--- src/rtl/h14tx_pkg.sv ---
// Shared types and constants for the HDMI 1.4 TX period scheduler.
package h14tx_pkg;

  typedef enum logic [1:0] {
    CTL   = 2'd0,
    PRE   = 2'd1,
    GUARD = 2'd2,
    VIDEO = 2'd3
  } period_t;

  typedef logic [1:0] ctl_t;

  localparam int LEAD         = 10;
  localparam int PREAMBLE_LEN = 8;
  localparam int GUARD_LEN    = 2;

  localparam ctl_t VIDEO_PREAMBLE_CTL1 = 2'b01;
  localparam ctl_t VIDEO_PREAMBLE_CTL2 = 2'b00;

endpackage

--- src/rtl/h14tx_period_sched_if.sv ---
// Timing/pixel inputs and scheduled TMDS period outputs of h14tx_period_sched.
interface h14tx_period_sched_if #(parameter int PIXEL_W = 24);
  import h14tx_pkg::*;

  logic               de;
  logic               hsync;
  logic               vsync;
  logic [PIXEL_W-1:0] pixel;
  period_t            period;
  logic               de_o;
  logic [PIXEL_W-1:0] pixel_o;
  ctl_t               ctl0;
  ctl_t               ctl1;
  ctl_t               ctl2;
  logic               short_blank;

  modport master (
    output de, hsync, vsync, pixel,
    input  period, de_o, pixel_o, ctl0, ctl1, ctl2, short_blank
  );

  modport slave (
    input  de, hsync, vsync, pixel,
    output period, de_o, pixel_o, ctl0, ctl1, ctl2, short_blank
  );

endinterface

--- src/rtl/h14tx_delay_line.sv ---
// Fixed-depth shift register; all stages clear to 0 on reset.
module h14tx_delay_line #(
  parameter int WIDTH = 1,
  parameter int DEPTH = 2
) (
  input  logic             clk,
  input  logic             rst_n,
  input  logic [WIDTH-1:0] d,
  output logic [WIDTH-1:0] q
);

  logic [DEPTH-1:0][WIDTH-1:0] stage;

  always_ff @(posedge clk or negedge rst_n) begin
    if (!rst_n) begin
      stage <= '0;
    end else begin
      stage <= {stage[DEPTH-2:0], d};
    end
  end

  assign q = stage[DEPTH-1];

endmodule

--- src/rtl/h14tx_period_sched.sv ---
// TMDS period scheduler: delays video by LEAD+1 cycles and inserts preamble/guard band.
// Optional DVI mode (suppresses preamble/guard) is built with H14TX_DVI_MODE_EN.
//   state | meaning
//   CTL   | control period, ctl0 carries delayed {vsync,hsync}
//   PRE   | 8-cycle video preamble (ctl1=01)
//   GUARD | 2-cycle video guard band
//   VIDEO | active pixels while delayed de=1
module h14tx_period_sched
  import h14tx_pkg::*;
#(
  parameter int PIXEL_W = 24
) (
  input  logic clk,
  input  logic rst_n,
`ifdef H14TX_DVI_MODE_EN
  input  logic dvi,
`endif
  h14tx_period_sched_if.slave bus
);

  localparam int DW = PIXEL_W + 3;
  localparam logic [3:0] BLANK_MAX = 4'(LEAD);

  logic [DW-1:0]      dl_q;
  logic               de_d, hs_d, vs_d;
  logic [PIXEL_W-1:0] pix_d;
  logic               de_prev;
  logic [3:0]         blank_cnt;
  logic               rise, eligible, sb_nxt, dvi_eff;
  period_t            state, state_nxt, period_nxt;
  logic [2:0]         cnt, cnt_nxt;

  h14tx_delay_line #(.WIDTH(DW), .DEPTH(LEAD)) u_delay (
    .clk   (clk),
    .rst_n (rst_n),
    .d     ({bus.de, bus.hsync, bus.vsync, bus.pixel}),
    .q     (dl_q)
  );

  assign de_d  = dl_q[DW-1];
  assign hs_d  = dl_q[DW-2];
  assign vs_d  = dl_q[DW-3];
  assign pix_d = dl_q[PIXEL_W-1:0];

  assign rise     = bus.de & ~de_prev;
  assign eligible = rise && (blank_cnt == BLANK_MAX);

`ifdef H14TX_DVI_MODE_EN
  logic dvi_q;

  // dvi is latched at the rise so it governs the whole preamble/guard sequence
  always_ff @(posedge clk or negedge rst_n) begin
    if (!rst_n) dvi_q <= 1'b0;
    else if (eligible) dvi_q <= dvi;
  end

  assign dvi_eff = eligible ? dvi : dvi_q;
  assign sb_nxt  = rise && !eligible && !dvi;
`else
  assign dvi_eff = 1'b0;
  assign sb_nxt  = rise && !eligible;
`endif

  always_ff @(posedge clk or negedge rst_n) begin
    if (!rst_n) begin
      de_prev   <= 1'b0;
      blank_cnt <= BLANK_MAX;
    end else begin
      de_prev <= bus.de;
      if (bus.de) blank_cnt <= '0;
      else if (blank_cnt != BLANK_MAX) blank_cnt <= blank_cnt + 4'd1;
    end
  end

  always_comb begin
    state_nxt = state;
    cnt_nxt   = '0;
    case (state)
      CTL: begin
        if (eligible) state_nxt = PRE;
        else if (de_d) state_nxt = VIDEO;
      end
      PRE: begin
        if (cnt == 3'(PREAMBLE_LEN - 1)) state_nxt = GUARD;
        else cnt_nxt = cnt + 3'd1;
      end
      GUARD: begin
        if (cnt == 3'(GUARD_LEN - 1)) state_nxt = de_d ? VIDEO : CTL;
        else cnt_nxt = cnt + 3'd1;
      end
      VIDEO: begin
        // a 10-cycle gap lets the next preamble start right after the last pixel
        if (!de_d) state_nxt = eligible ? PRE : CTL;
      end
      default: state_nxt = CTL;
    endcase
    period_nxt = state_nxt;
    if (dvi_eff && (state_nxt == PRE || state_nxt == GUARD)) period_nxt = CTL;
  end

  always_ff @(posedge clk or negedge rst_n) begin
    if (!rst_n) begin
      state           <= CTL;
      cnt             <= '0;
      bus.period      <= CTL;
      bus.de_o        <= 1'b0;
      bus.pixel_o     <= '0;
      bus.ctl0        <= '0;
      bus.ctl1        <= '0;
      bus.ctl2        <= '0;
      bus.short_blank <= 1'b0;
    end else begin
      state           <= state_nxt;
      cnt             <= cnt_nxt;
      bus.period      <= period_nxt;
      bus.de_o        <= (state_nxt == VIDEO);
      bus.pixel_o     <= (state_nxt == VIDEO) ? pix_d : '0;
      bus.ctl0        <= (state_nxt == VIDEO) ? 2'b00 : {vs_d, hs_d};
      bus.ctl1        <= (period_nxt == PRE) ? VIDEO_PREAMBLE_CTL1 : 2'b00;
      bus.ctl2        <= (period_nxt == PRE) ? VIDEO_PREAMBLE_CTL2 : 2'b00;
      bus.short_blank <= sb_nxt;
    end
  end

endmodule

--- src/flat_wrapper.sv ---
// flat-port wrapper written by rule: the top's interface ports become plain ports
module h14tx_period_sched_flat import h14tx_pkg::*;
#(
  parameter int PIXEL_W = 24
)
  (clk, rst_n, bus_de, bus_hsync, bus_vsync, bus_pixel, bus_period, bus_de_o, bus_pixel_o, bus_ctl0, bus_ctl1, bus_ctl2, bus_short_blank);
  h14tx_period_sched_if #(.PIXEL_W(PIXEL_W)) bus_i ();
  input  logic clk;
  input  logic rst_n;
  input wire logic [$bits(bus_i.de)-1:0] bus_de;
  input wire logic [$bits(bus_i.hsync)-1:0] bus_hsync;
  input wire logic [$bits(bus_i.vsync)-1:0] bus_vsync;
  input wire logic [$bits(bus_i.pixel)-1:0] bus_pixel;
  output wire logic [$bits(bus_i.period)-1:0] bus_period;
  output wire logic [$bits(bus_i.de_o)-1:0] bus_de_o;
  output wire logic [$bits(bus_i.pixel_o)-1:0] bus_pixel_o;
  output wire logic [$bits(bus_i.ctl0)-1:0] bus_ctl0;
  output wire logic [$bits(bus_i.ctl1)-1:0] bus_ctl1;
  output wire logic [$bits(bus_i.ctl2)-1:0] bus_ctl2;
  output wire logic [$bits(bus_i.short_blank)-1:0] bus_short_blank;
  assign bus_i.de = bus_de;
  assign bus_i.hsync = bus_hsync;
  assign bus_i.vsync = bus_vsync;
  assign bus_i.pixel = bus_pixel;
  assign bus_period = bus_i.period;
  assign bus_de_o = bus_i.de_o;
  assign bus_pixel_o = bus_i.pixel_o;
  assign bus_ctl0 = bus_i.ctl0;
  assign bus_ctl1 = bus_i.ctl1;
  assign bus_ctl2 = bus_i.ctl2;
  assign bus_short_blank = bus_i.short_blank;
  h14tx_period_sched #(.PIXEL_W(PIXEL_W)) u_core (.clk(clk), .rst_n(rst_n), .bus(bus_i));
endmodule
--- config.mk ---
export PLATFORM = sky130hd
export DESIGN_NAME = h14tx_period_sched_flat
export DESIGN_NICKNAME = d
export VERILOG_FILES = /design/src/rtl/h14tx_pkg.sv /design/src/rtl/h14tx_period_sched_if.sv /design/src/rtl/h14tx_delay_line.sv /design/src/rtl/h14tx_period_sched.sv /design/src/flat_wrapper.sv
export SDC_FILE = /design/constraint.sdc
export NUM_CORES = 1
export LEC_CHECK = 0
export CAP_MARGIN = 10
export CORE_ASPECT_RATIO = 1.4
export CORE_UTILIZATION = 56
export CTS_CLUSTER_DIAMETER = 120
export DETAILED_ROUTE_END_ITERATION = 7
export PLACE_DENSITY = 0.8
export SYNTH_ARGS = -nofsm -noshare
export SYNTH_HDL_FRONTEND = slang
export SYNTH_SLANG_ARGS = --single-unit
--- constraint.sdc ---
create_clock -name clk -period 2.2 [get_ports clk]
set_input_delay 0.66 -clock clk [delete_from_list [all_inputs] [get_ports clk]]
set_output_delay 0.66 -clock clk [all_outputs]
set_load 0.005 [all_outputs]
==> flow_metrics.py <==
metrics = {
    "worst_setup_path": {
        "cpPeakStageDelay_ps": 530,
        "crit_arrival_ps": 1480,
        "worstSetupEndpoint": "bus_period[1]",
        "cp.depth": 1,
        "cp_data_required_time_ps": 1540,
        "critical_path_class": "reg2out",
        "crit_path_max_fanout": 7,
        "regToRegSetupSlack_ps": 90,
        "reg2regPathDepth": 8,
        "cp_top_family": "buffers and inverters",
        "cp_num_buf_inv": 1,
        "crit_chain": "clkdlybuf4s50_1",
        "rr_startpoint": "u_core.cnt[0]",
        "worst_setup_path_end_kind": "output port",
        "crit_slowest_cell": "clkdlybuf4s50_1",
        "cp-startpoint": "u_core.bus.period[1]",
        "r2r_end": "u_core.bus.pixel_o[5]",
        "worstSetupStartpointType": "flip-flop",
    },
    "synthesis": {
        "synth-seq-cells": 308,
        "synthFlopType": "dfrtp_1",
        "syn_avg_cell_area_um2": 20.9,
        "ys_seq_area_frac": 0.919,
        "synth_common_cells": "dfrtp_1, and3_1, ha_1, and3_2, nand2_1",
        "ys_types": 36,
        "synth_edf_count": 0,
        "synth_top_cell_by_area": "dfrtp_1",
        "synth_area_leaders": "dfrtp_1, ha_1, and3_1, and3_2, dfstp_2",
        "synth.most_common_cell": "dfrtp_1",
        "synth_cells": 401,
        "async_reset_ff_frac": 1.00,
        "yosysWarningCount": 0,
        "netlist_area_mm2": 0.00839,
        "synth.top_cell.area_share": 0.913,
    },
    "final_layout": {
        "final_net_count": 529,
        "final_area_mm2": 0.0102,
        "drive_gt1_frac": 0.138,
        "num-fill-cells": 893,
        "post-route-util": 0.697,
        "layout.cells.non_filler": 695,
        "diodes": 0,
        "syn_to_final_growth_pct": 21.0,
    },
    "global_routing": {
        "grt_usage": 0.157,
        "grt_pass1_wl_um": 18500,
        "grt_max_degree": 97,
        "antenna_found_initial": 0,
        "first_global_vias": 3672,
        "grt_overflow": 0,
    },
    "pwr": {
        "p_seq_frac": 0.523,
        "internal_power_mw": 9.35,
        "switching_share": 0.216,
        "peakVddDrop_uv": 889,
        "p_leak_nw": 4.72,
        "p_clk_frac": 0.377,
        "power.switching_mw": 2.57,
        "total_power_mw": 11.9,
        "power.density_mw_per_mm2": 1170,
        "power_frac_comb": 0.100,
    },
    "clock_tree": {
        "cts.sinks": 308,
        "cts_tree": "yes",
        "clk_pin_slew_ps": 60,
        "numCtsBuffers": 26,
        "cts-root-buf": "clkbuf_16",
        "clockBufferDepth": 3,
        "post-cts-setup-buffers": 0,
        "clock_latency_ps": 510,
        "htreeDepth": 1,
    },
    "routing": {
        "num_vias": 3264,
        "finalWirelength_um": 10900,
        "via_per_inst": 4.70,
        "wire_per_inst_um": 15.7,
        "drt_pass1_iterations": 4,
        "drc_errors": 0,
        "antenna_left": 0,
        "first_iter_violations": 108,
    },
    "timing": {
        "period_needed_ps": 2140,
        "finalHoldViolCount": 0,
        "final_max_slew_viol_count": 0,
        "finClkSkew_ps": 6.52,
        "layout_setup_ws_ps": 57.9,
        "hold_slack_ps": 346,
        "finalSetupViolations": 0,
        "max_freq_mhz": 467,
        "period_share": 0.974,
        "fin_setup_tns_ps": 0,
        "rsz0062_at_grt": "false",
    },
    "flow_run": {
        "max-cap-violations": 0,
    },
    "die": {
        "initial_utilization": 0.576,
        "boundaryPins": 63,
        "die_h_um": 147,
        "rows": 52,
        "chipWidth_um": 105,
        "core_region_area_mm2": 0.0146,
        "die_area_mm2": 0.0155,
    },
    "place": {
        "placed_cells": 650,
        "post-place-ws_ps": 1.02,
        "place_area_mm2": 0.00928,
        "hpwl_um": 5900,
        "finalWeightedCongestion": 0.620,
        "io_buffers": 59,
    },
    "min_path": {
        "whs_path_depth": 0,
        "hold_class": "reg2reg",
    },
    "status": {
        "status": "complete, no violations",
    },
}
## sequential cells by signal, indices dropped and copies added, names as in the netlist
name,flops
u_core.de_prev,1
u_core.cnt,3
u_core.bus.ctl0,2
u_core.u_delay.stage,242
u_core.bus.period,2
u_core.bus.ctl1,1
u_core.blank_cnt,4
u_core.bus.short_blank,1
u_core.bus.pixel_o,24
u_core.u_delay.q,27
u_core.bus.de_o,1
## power groups by stage
stage          clock network (mW)  logic [mW]  registers, mW
2_1_floorplan                   0       0.569           6.30
4_1_cts                      4.63        1.20           6.25
5_1_grt                      4.84        1.32           6.28
3_5_place_dp                    0        1.17           6.34
6_report                     4.50        1.19           6.24
3_3_place_gp                    0        1.09           6.29
## kinds of logic (layout without fill, tap and decap cells)
| logic type | count (synthesis) | after routing | synth area share |
|---|---|---|---|
| AO/OA/AOI/OAI | 19 | 19 | 0.0167 |
| XOR/XNOR | 2 | 2 | 0.00209 |
| adder cells (fa/ha/maj) | 10 | 10 | 0.0149 |
| buffers and inverters | 13 | 116 | 0.00999 |
| flip-flops | 308 | 308 | 0.919 |
| multiplexers | 2 | 2 | 0.00313 |
| other | 1 | 3 | 0.000447 |
| AND/OR/NAND/NOR | 46 | 46 | 0.0338 |
## timing repair
item,4_1_cts,5_1_grt
hold endpoints to repair,4,0
hold buffers,1,0
pin swaps,0,0
endpoints found under the setup margin,2,26
gates resized for setup,2,2
## area by class of cell
| class | instances | area, um^2 | share of cell area |
|---|---|---|---|
| sequential | 308 | 7710 | 0.760 |
| clock buffer | 38 | 777 | 0.0765 |
| timing repair buffer | 67 | 721 | 0.0710 |
| multi-input combinational | 82 | 607 | 0.0598 |
| tap | 189 | 236 | 0.0233 |
| clock inverter | 6 | 80.1 | 0.00789 |
| inverter | 5 | 18.8 | 0.00185 |
## per-layer routing
| metal | GRT usage | vias up | wire [um] |
|---|---|---|---|
| li1 | - | 1448 | - |
| met1 | 0.181 | 1687 | 3880 |
| met2 | 0.291 | 99 | 6250 |
| met3 | 0.0275 | 30 | 487 |
| met4 | 0.0585 | 0 | 316 |
| met5 | 0 | - | 0 |
## worst reg2reg max path, cell delays in order, from the launching register on
cell	delay [ps]
dfrtp_1	400
ha_1	210
ha_1	200
o21ai_0	250
o21ai_0	180
a211oi_2	280
a21oi_2	90
buf_12	170
and3_2	220
## worst min-delay path by stage
stage	startpoint	end	slack [ps]
2_1_floorplan	u_core.u_delay.stage[216]	u_core.u_delay.q[0]	330
3_3_place_gp	u_core.u_delay.stage[100]	u_core.u_delay.stage[127]	330
3_5_place_dp	u_core.u_delay.stage[228]	u_core.u_delay.q[12]	330
4_1_cts	u_core.u_delay.stage[74]	u_core.u_delay.stage[101]	350
5_1_grt	u_core.u_delay.stage[7]	u_core.u_delay.stage[34]	350
6_report	u_core.u_delay.stage[133]	u_core.u_delay.stage[160]	350
## cells in the final DEF (no fill, tap or decap), types with 4 or more instances in the layout
| cell type | count |
|---|---|
| and3_1 | 15 |
| and3_2 | 9 |
| buf_12 | 5 |
| clkbuf_1 | 5 |
| clkbuf_16 | 27 |
| clkbuf_8 | 6 |
| clkdlybuf4s50_1 | 58 |
| clkinv_2 | 4 |
| dfrtp_1 | 304 |
| ha_1 | 9 |
| inv_1 | 5 |
| nand2_1 | 7 |
| nand2b_1 | 4 |
| o21ai_0 | 5 |
No activity file was read; power rests on OpenSTA's default activity.
